File: config.mk
export PLATFORM = sky130hd
export DESIGN_NAME = dram_xfer_ctrl
export DESIGN_NICKNAME = d
export VERILOG_FILES = /design/src/rtl/dram_xfer_ctrl.sv
export SDC_FILE = /design/constraint.sdc
export NUM_CORES = 1
export LEC_CHECK = 0
export CORE_MARGIN = 2
export CORE_UTILIZATION = 40
export DETAILED_ROUTE_END_ITERATION = 16
export GPL_ROUTABILITY_DRIVEN = 0
export GPL_TIMING_DRIVEN = 0
export PLACE_DENSITY = 0.67
export SLEW_MARGIN = 20
export SYNTH_ARGS = -nofsm -noshare
export SYNTH_HDL_FRONTEND = slang
export SYNTH_SLANG_ARGS = --single-unit
File: constraint.sdc
create_clock -name clk -period 2.65 [get_ports clk]
set_clock_uncertainty 0.2 [all_clocks]
set_input_delay 0.265 -clock clk [delete_from_list [all_inputs] [get_ports clk]]
set_output_delay 0.265 -clock clk [all_outputs]
set_load 0.02 [all_outputs]
File: src/rtl/dram_xfer_ctrl.sv
// DRAM-side transfer engine: loads the input image into local memory on rd_en and
// stores the result back to DRAM on wr_en. Define DRAM_STALL_EN to add dram_ready backpressure.
module dram_xfer_ctrl #(
    parameter int DATA_W   = 8,
    parameter int DRAM_AW  = 18,
    parameter int MEM_AW   = 16,
    parameter int RD_WORDS = 65536,
    parameter int WR_WORDS = 16384,
    parameter int RD_BASE  = 0,
    parameter int WR_BASE  = 65536
) (
    input  logic               clk,
    input  logic               reset,
    input  logic               rd_en,
    input  logic               wr_en,
`ifdef DRAM_STALL_EN
    input  logic               dram_ready,
`endif
    output logic               rd_done,
    output logic               wr_done,
    output logic               dram_re,
    output logic               dram_we,
    output logic [DRAM_AW-1:0] dram_addr,
    output logic [DATA_W-1:0]  dram_wdata,
    input  logic [DATA_W-1:0]  dram_rdata,
    output logic               mem_we,
    output logic [MEM_AW-1:0]  mem_addr,
    output logic [DATA_W-1:0]  mem_wdata,
    input  logic [DATA_W-1:0]  mem_rdata
);

    localparam int MAX_WORDS = (RD_WORDS > WR_WORDS) ? RD_WORDS : WR_WORDS;
    localparam int CNT_W     = $clog2(MAX_WORDS) + 1;
    localparam logic [CNT_W-1:0] LAST_RD = CNT_W'(RD_WORDS - 1);
    localparam logic [CNT_W-1:0] LAST_WR = CNT_W'(WR_WORDS - 1);

    typedef enum logic [2:0] {
        IDLE, RD_XFER, RD_DRAIN, RD_DONE, WR_XFER, WR_DRAIN, WR_DONE
    } state_t;

    state_t            state;
    logic [CNT_W-1:0]  cnt;
    logic              accept;
    logic              aborting;
    logic [DATA_W-1:0] wr_word;

    // accept: the DRAM request on the bus this cycle (if any) is taken at the coming edge.
`ifdef DRAM_STALL_EN
    logic              hold_valid;
    logic [DATA_W-1:0] hold_data;

    assign accept  = dram_ready || !(dram_re || dram_we);
    assign wr_word = hold_valid ? hold_data : mem_rdata;
`else
    assign accept  = 1'b1;
    assign wr_word = mem_rdata;
`endif

    assign aborting = ((state == RD_XFER || state == RD_DRAIN) && !rd_en) ||
                      ((state == WR_XFER || state == WR_DRAIN) && !wr_en);

    // cnt is the index of the word whose request is currently presented on the bus.
    always_ff @(posedge clk) begin
        if (!reset) begin
            state      <= IDLE;
            cnt        <= '0;
            rd_done    <= 1'b0;
            wr_done    <= 1'b0;
            dram_re    <= 1'b0;
            dram_we    <= 1'b0;
            dram_addr  <= '0;
            dram_wdata <= '0;
            mem_we     <= 1'b0;
            mem_addr   <= '0;
            mem_wdata  <= '0;
`ifdef DRAM_STALL_EN
            hold_valid <= 1'b0;
            hold_data  <= '0;
`endif
        end else if (aborting) begin
            state   <= IDLE;
            dram_re <= 1'b0;
            dram_we <= 1'b0;
            mem_we  <= 1'b0;
`ifdef DRAM_STALL_EN
            hold_valid <= 1'b0;
`endif
        end else begin
            case (state)
                IDLE: begin
                    cnt <= '0;
                    if (rd_en) begin
                        state     <= RD_XFER;
                        dram_re   <= 1'b1;
                        dram_addr <= DRAM_AW'(RD_BASE);
                    end else if (wr_en) begin
                        state    <= WR_XFER;
                        mem_addr <= '0;
                    end
                end
                RD_XFER: begin
                    if (accept) begin
                        mem_we    <= 1'b1;
                        mem_addr  <= MEM_AW'(cnt);
                        mem_wdata <= dram_rdata;
                        if (cnt == LAST_RD) begin
                            state   <= RD_DRAIN;
                            dram_re <= 1'b0;
                        end else begin
                            cnt       <= cnt + CNT_W'(1);
                            dram_addr <= DRAM_AW'(RD_BASE + int'(cnt) + 1);
                        end
                    end else begin
                        mem_we <= 1'b0;
                    end
                end
                RD_DRAIN: begin
                    mem_we  <= 1'b0;
                    rd_done <= 1'b1;
                    state   <= RD_DONE;
                end
                RD_DONE: begin
                    if (!rd_en) begin
                        rd_done <= 1'b0;
                        state   <= IDLE;
                    end
                end
                WR_XFER: begin
                    if (accept) begin
                        dram_we    <= 1'b1;
                        dram_addr  <= DRAM_AW'(WR_BASE + int'(cnt));
                        dram_wdata <= wr_word;
`ifdef DRAM_STALL_EN
                        hold_valid <= 1'b0;
`endif
                        if (cnt == LAST_WR) begin
                            state <= WR_DRAIN;
                        end else begin
                            cnt      <= cnt + CNT_W'(1);
                            mem_addr <= MEM_AW'(cnt + CNT_W'(1));
                        end
                    end
`ifdef DRAM_STALL_EN
                    else if (!hold_valid) begin
                        hold_valid <= 1'b1;
                        hold_data  <= mem_rdata;
                    end
`endif
                end
                WR_DRAIN: begin
                    if (accept) begin
                        dram_we <= 1'b0;
                        wr_done <= 1'b1;
                        state   <= WR_DONE;
                    end
                end
                WR_DONE: begin
                    if (!wr_en) begin
                        wr_done <= 1'b0;
                        state   <= IDLE;
                    end
                end
                default: state <= IDLE;
            endcase
        end
    end

endmodule

# Word level (Yosys, flattened, before mapping)
# Cells that the tools add are included.
# Widths: inputs -> output; s select.
[word_totals]
register_bits = 75
out_inout_bits = 55
input_bits = 20
[classes]
n_reduce_logical = 24
muxes = 26
n_bitwise = 2
eq_ne = 18
addsub = 3
[op_table]
columns = ["op", "count"]
rows = [
  ["$pmux 18 s3", 1],
  ["$pmux 17 s3", 1],
  ["$mux 16", 3],
  ["$pmux 16 s3", 1],
  ["$mux 18", 2],
  ["$mux 17", 2],
  ["$pmux 3 s7", 1],
  ["$add 17x1->18 const B", 1],
  ["$add 17x17->18 const A", 1],
  ["$mux 3", 6],
  ["$add 17x1->17 const B", 1],
  ["$eq 17x14->1 const B", 1],
  ["$eq 17x16->1 const B", 1],
  ["$ne 2x2->1 const B", 7],
  ["$pmux 1 s2", 5],
  ["$reduce_and 5->1", 2],
  ["$reduce_bool 2->1", 5],
  ["$eq 3x3->1 const B", 3],
  ["$reduce_and 3->1", 3],
  ["$reduce_and 4->1", 2],
  ["$eq 3x2->1 const B", 2],
  ["$mux 1", 4],
  ["$ne 2x1->1 const B", 2],
  ["$reduce_and 2->1", 2],
  ["9 further kinds", 14],
]

# Longest topological paths before layout
[logic_depth]
depth_word = 6
depth_mapped = 10
mapped_depth_nobuf = 10

# Least setup slack after synthesis
# Ideal clock, no wire load.
[synth_path]
kind = "register to register"
startpoint = "register cnt[1]"
endpoint = "register cnt[16]"
period_less_slack_ns = 2.640
arrival_time_ns = 2.313
t_required_ns = 2.322
setup_slack_ns = 0.010
n_path_buf = 1
stages_incl_launch_ff = 11
cell_sequence = "dfxtp_1 ha_1 nand3_2 nor4_1 and3_1 ha_1 o22ai_4 o211ai_2 buf_2 mux2i_1 nor2_1"
[synth_between]
elab_chain_cells = 3
word_cells_on_any_way = 9
cone_classes = "add/sub: 1; eq/ne: 4; mux: 3; reduce/logical: 1"
[synth_lines]
columns = ["item", "line_no", "text"]
rows = [
  ["start, declared", "42", "logic [CNT_W-1:0] cnt;"],
  ["start signal, assigned", "110", "cnt <= cnt + CNT_W'(1);"],
  ["start signal, assigned", "139", "cnt <= cnt + CNT_W'(1);"],
  ["$add 17x1->17 (tied with other cells)", "-", ""],
  ["$mux 17 (tied with other cells)", "136", "if (cnt == LAST_WR) begin"],
  ["$pmux 17 s3 or $reduce_and 4->1 (tied branches)", "-", ""],
]
# Several ways; a longest one is shown, not always the timed one. The select of a mux whose other input is x is not followed.
# A chain may end at the register's enable or synchronous reset.

# Worst setup path after layout
[layout_path]
startpoint = "register cnt[1]"
endpoint = "register cnt[14]"
# The elaborated chain is that of the path after synthesis.

==> run_results.csv <==
group,metric,value,unit
cts,cts_sinks,75,
placed_design,hpwlAfterDp,8.131,mm
min_path,hp-class,"register to register",
yosys,synthCells,470,
timing,fin_crit,2.541,ns
yosys,synth_fp_nets,492,
global_route,grt_pass1_wl,18.92,mm
yosys,yosys_warnings,0,
floorplan,num_io_pins,75,
placed_design,port_buffers,74,
timing,grt_setup_unrepaired,"no",
detailed_routing,wl_per_cell,16.76,µm
detailed_routing,num_vias,3948,
worst_setup_path,critPathLaunchType,"register",
global_route,grt_max_degree,13,
timing,fin_crit_sh,0.9587,
detailed_routing,dr.pass1.iters,5,
cts,cts_tree,"built",
pwr,ir_drop,239.3,µV
layout,fin_cells,690,
global_route,first_global_vias,3798,
yosys,synth_ff_type,"dfxtp_1",
outcome,status,"finished, final reports clean",
timing,hold_violations,0,
placed_design,placed_cells,673,
timing,setup_tns,0,ns
yosys,synth_edf_count,0,
detailed_routing,drt_iter0_markers,322,
pwr,p_int,0.001881,W
cts,h-tree-depth,3,
pwr,combPwrFrac,0.225,
yosys,syn_area,0.003890,mm²
worst_setup_path,required,2.71,ns
cts,cts_inserted_buffers,9,
layout,layout-drive-gt1-share,0.1212,
yosys,synth_seq_cells,75,
layout,multi_input_area,0.002153,mm²
floorplan,core,0.009328,mm²
pwr,pwr-share-seq,0.453,
cts,clock_latency,0.36,ns
timing,fmax,393.6,MHz
layout,final_cell_mix,"74 x dfxtp_1, 74 x clkdlybuf4s50_1, 49 x o21ai_0",
pwr,power.switching,0.0008323,W
yosys,postSynthAreaPerCell,8.277,µm²
pwr,clkPwrFrac,0.322,
detailed_routing,routed_wl,11.56,mm
worst_setup_path,crit_type,"register to register",
layout,nNetsFinal,579,
floorplan,fp.dieW,102.6,µm
worst_setup_path,path_max_fanout,10,
pwr,p_per_area,535.7,mW/mm²
pwr,leakagePower,1.870,nW
timing,drv_slew,0,
layout,diodes,0,
detailed_routing,drc_errors,0,
detailed_routing,antenna_left,0,
pwr,sw_frac_of_total,0.3067,
job,maxCapViolations,0,
floorplan,floorplan.initialDensity,0.4170,
global_route,antenna_found_initial,0,
global_route,gr-usage-all-layers,0.2303,
floorplan,die_area,0.01053,mm²
floorplan,die_y,102.6,µm
layout,register_area,0.001503,mm²
layout,area_growth,30.20,%
worst_setup_path,end_kind,"register",
floorplan,rows,35,
worst_setup_path,critical_path_arrival,2.60,ns
yosys,ys_seq_area_frac,0.3860,
cts,path_clk_slew,0.08,ns
cts,cts_hold_buf,0,
timing,setup_viol,0,
detailed_routing,vias_per_cell,5.722,
cts,cts_root_buf,"clkbuf_8",
layout,final.fill_count,881,
yosys,synth_cell_types,59,
yosys,async_reset_ff_frac,0,
global_route,grt-ovfl-total,0,
timing,worst_pin_slew,0.7986,ns
timing,relSlewSlack,0.4647,
cts,clk_path_buf_depth,2,
routing by layer:
layer | track usage | vias to the layer above | wire (µm) | part of all wire
met5 | 0 | - | 0 | 0
met4 | 0.09846 | 0 | 321 | 0.028
met3 | 0.05966 | 31 | 816 | 0.071
met2 | 0.3534 | 182 | 5218 | 0.45
met1 | 0.3067 | 1850 | 5203 | 0.45
li1 | - | 1885 | - | -
synth_stat cells, types with 3 or more instances:
cell,count,area (µm²)
a211oi_1,8,60.06
a21o_1,9,67.56
a21oi_1,47,235.2
a22oi_1,8,60.06
a31oi_1,5,31.28
and2_1,4,25.02
and3_1,7,43.79
and4_1,3,26.28
buf_2,20,100.1
buf_4,3,22.52
buf_6,7,78.83
clkbuf_1,19,71.32
dfxtp_1,75,1501
inv_1,5,18.77
mux2i_1,18,180.2
nand2_1,21,78.83
nand2b_1,4,25.02
nand3_1,20,100.1
nand4_1,5,31.28
nor2_1,44,165.2
nor2b_1,6,37.54
nor3_1,22,110.1
nor4_1,4,25.02
o21ai_0,49,245.2
o31ai_1,10,75.07
or3_1,6,37.54
flip-flops by register name, indices dropped and copies added, names as in the netlist, 3 cells and up:
register    flops
cnt            17
dram_addr      18
dram_wdata      8
mem_addr       16
mem_wdata       8
state           3
worst max-delay path, cell delays in order, from the launching register on:
cell and delay [ns]:
dfxtp_2 0.42, ha_4 0.20, nand3_4 0.15, nor4_4 0.34, and3_1 0.23, ha_4 0.20
o22ai_4 0.10, o211ai_4 0.15, buf_6 0.20, o31ai_1 0.08, a21o_1 0.16
what timing repair did:
item                                    CTS  global route
pin swaps                                 1             2
buffers inserted                          1             1
resized for setup                         9             6
endpoints found under the setup margin   38            27
power by group through the flow:
stage                     combinational [W]  sequential (W)  clock, W
final                              0.000610         0.00123  0.000874
after global routing               0.000660         0.00124  0.000945
after CTS                          0.000604         0.00123  0.000890
after detailed placement           0.000598         0.00125         0
after global placement             0.000594         0.00125         0
after floorplan                    0.000281         0.00132         0
path summary, 6_finish.rpt:
check / start / depth (start not counted) / slack [ns] / to
min: mem_we / 2 / 0.28 / mem_we
max reg2reg: cnt[1] / 10 / 0.11 / cnt[14]
max: cnt[1] / 10 / 0.11 / cnt[14]
min reg2reg: mem_we / 2 / 0.28 / mem_we
cell families (layout without fill, tap and decap cells):
family,count (synthesis),count (layout),synth area share
compound gates,159,159,0.2660
simple gates,158,158,0.2123
flops,75,75,0.3860
buf+inv,55,146,0.07623
mux,18,18,0.04632
xor+xnor,3,3,0.006756
fa+ha+maj,2,2,0.006432
stage by stage:
step / utilization / worst slack, ns / total power (W) / cell area, µm² / hold WS, ns
after floorplan: - / 0.009777 / 0.001605 / 3890 / 0.2109
final: 0.5430 / 0.1095 / 0.002713 / 5065 / 0.2770
after detailed placement: 0.5137 / -0.6488 / 0.001851 / 4792 / 0.2707
after global placement: 0.5137 / -0.5859 / 0.001845 / 4792 / 0.2602
after global routing: 0.5430 / 0.01382 / 0.002841 / 5065 / 0.3184
after CTS: 0.5382 / 0.06417 / 0.002722 / 5020 / 0.2818
layout make-up:
cell class / count / share of cell area
well taps: 129 / 0.03187
plain buffers: 50 / 0.05756
flip-flops and latches: 75 / 0.2967
clock buffers: 10 / 0.02520
repair buffers: 76 / 0.1492
clock inverters: 5 / 0.01062
multi-input cells: 340 / 0.4251
inverters: 5 / 0.003706
Power figures use the tool's default switching activity.
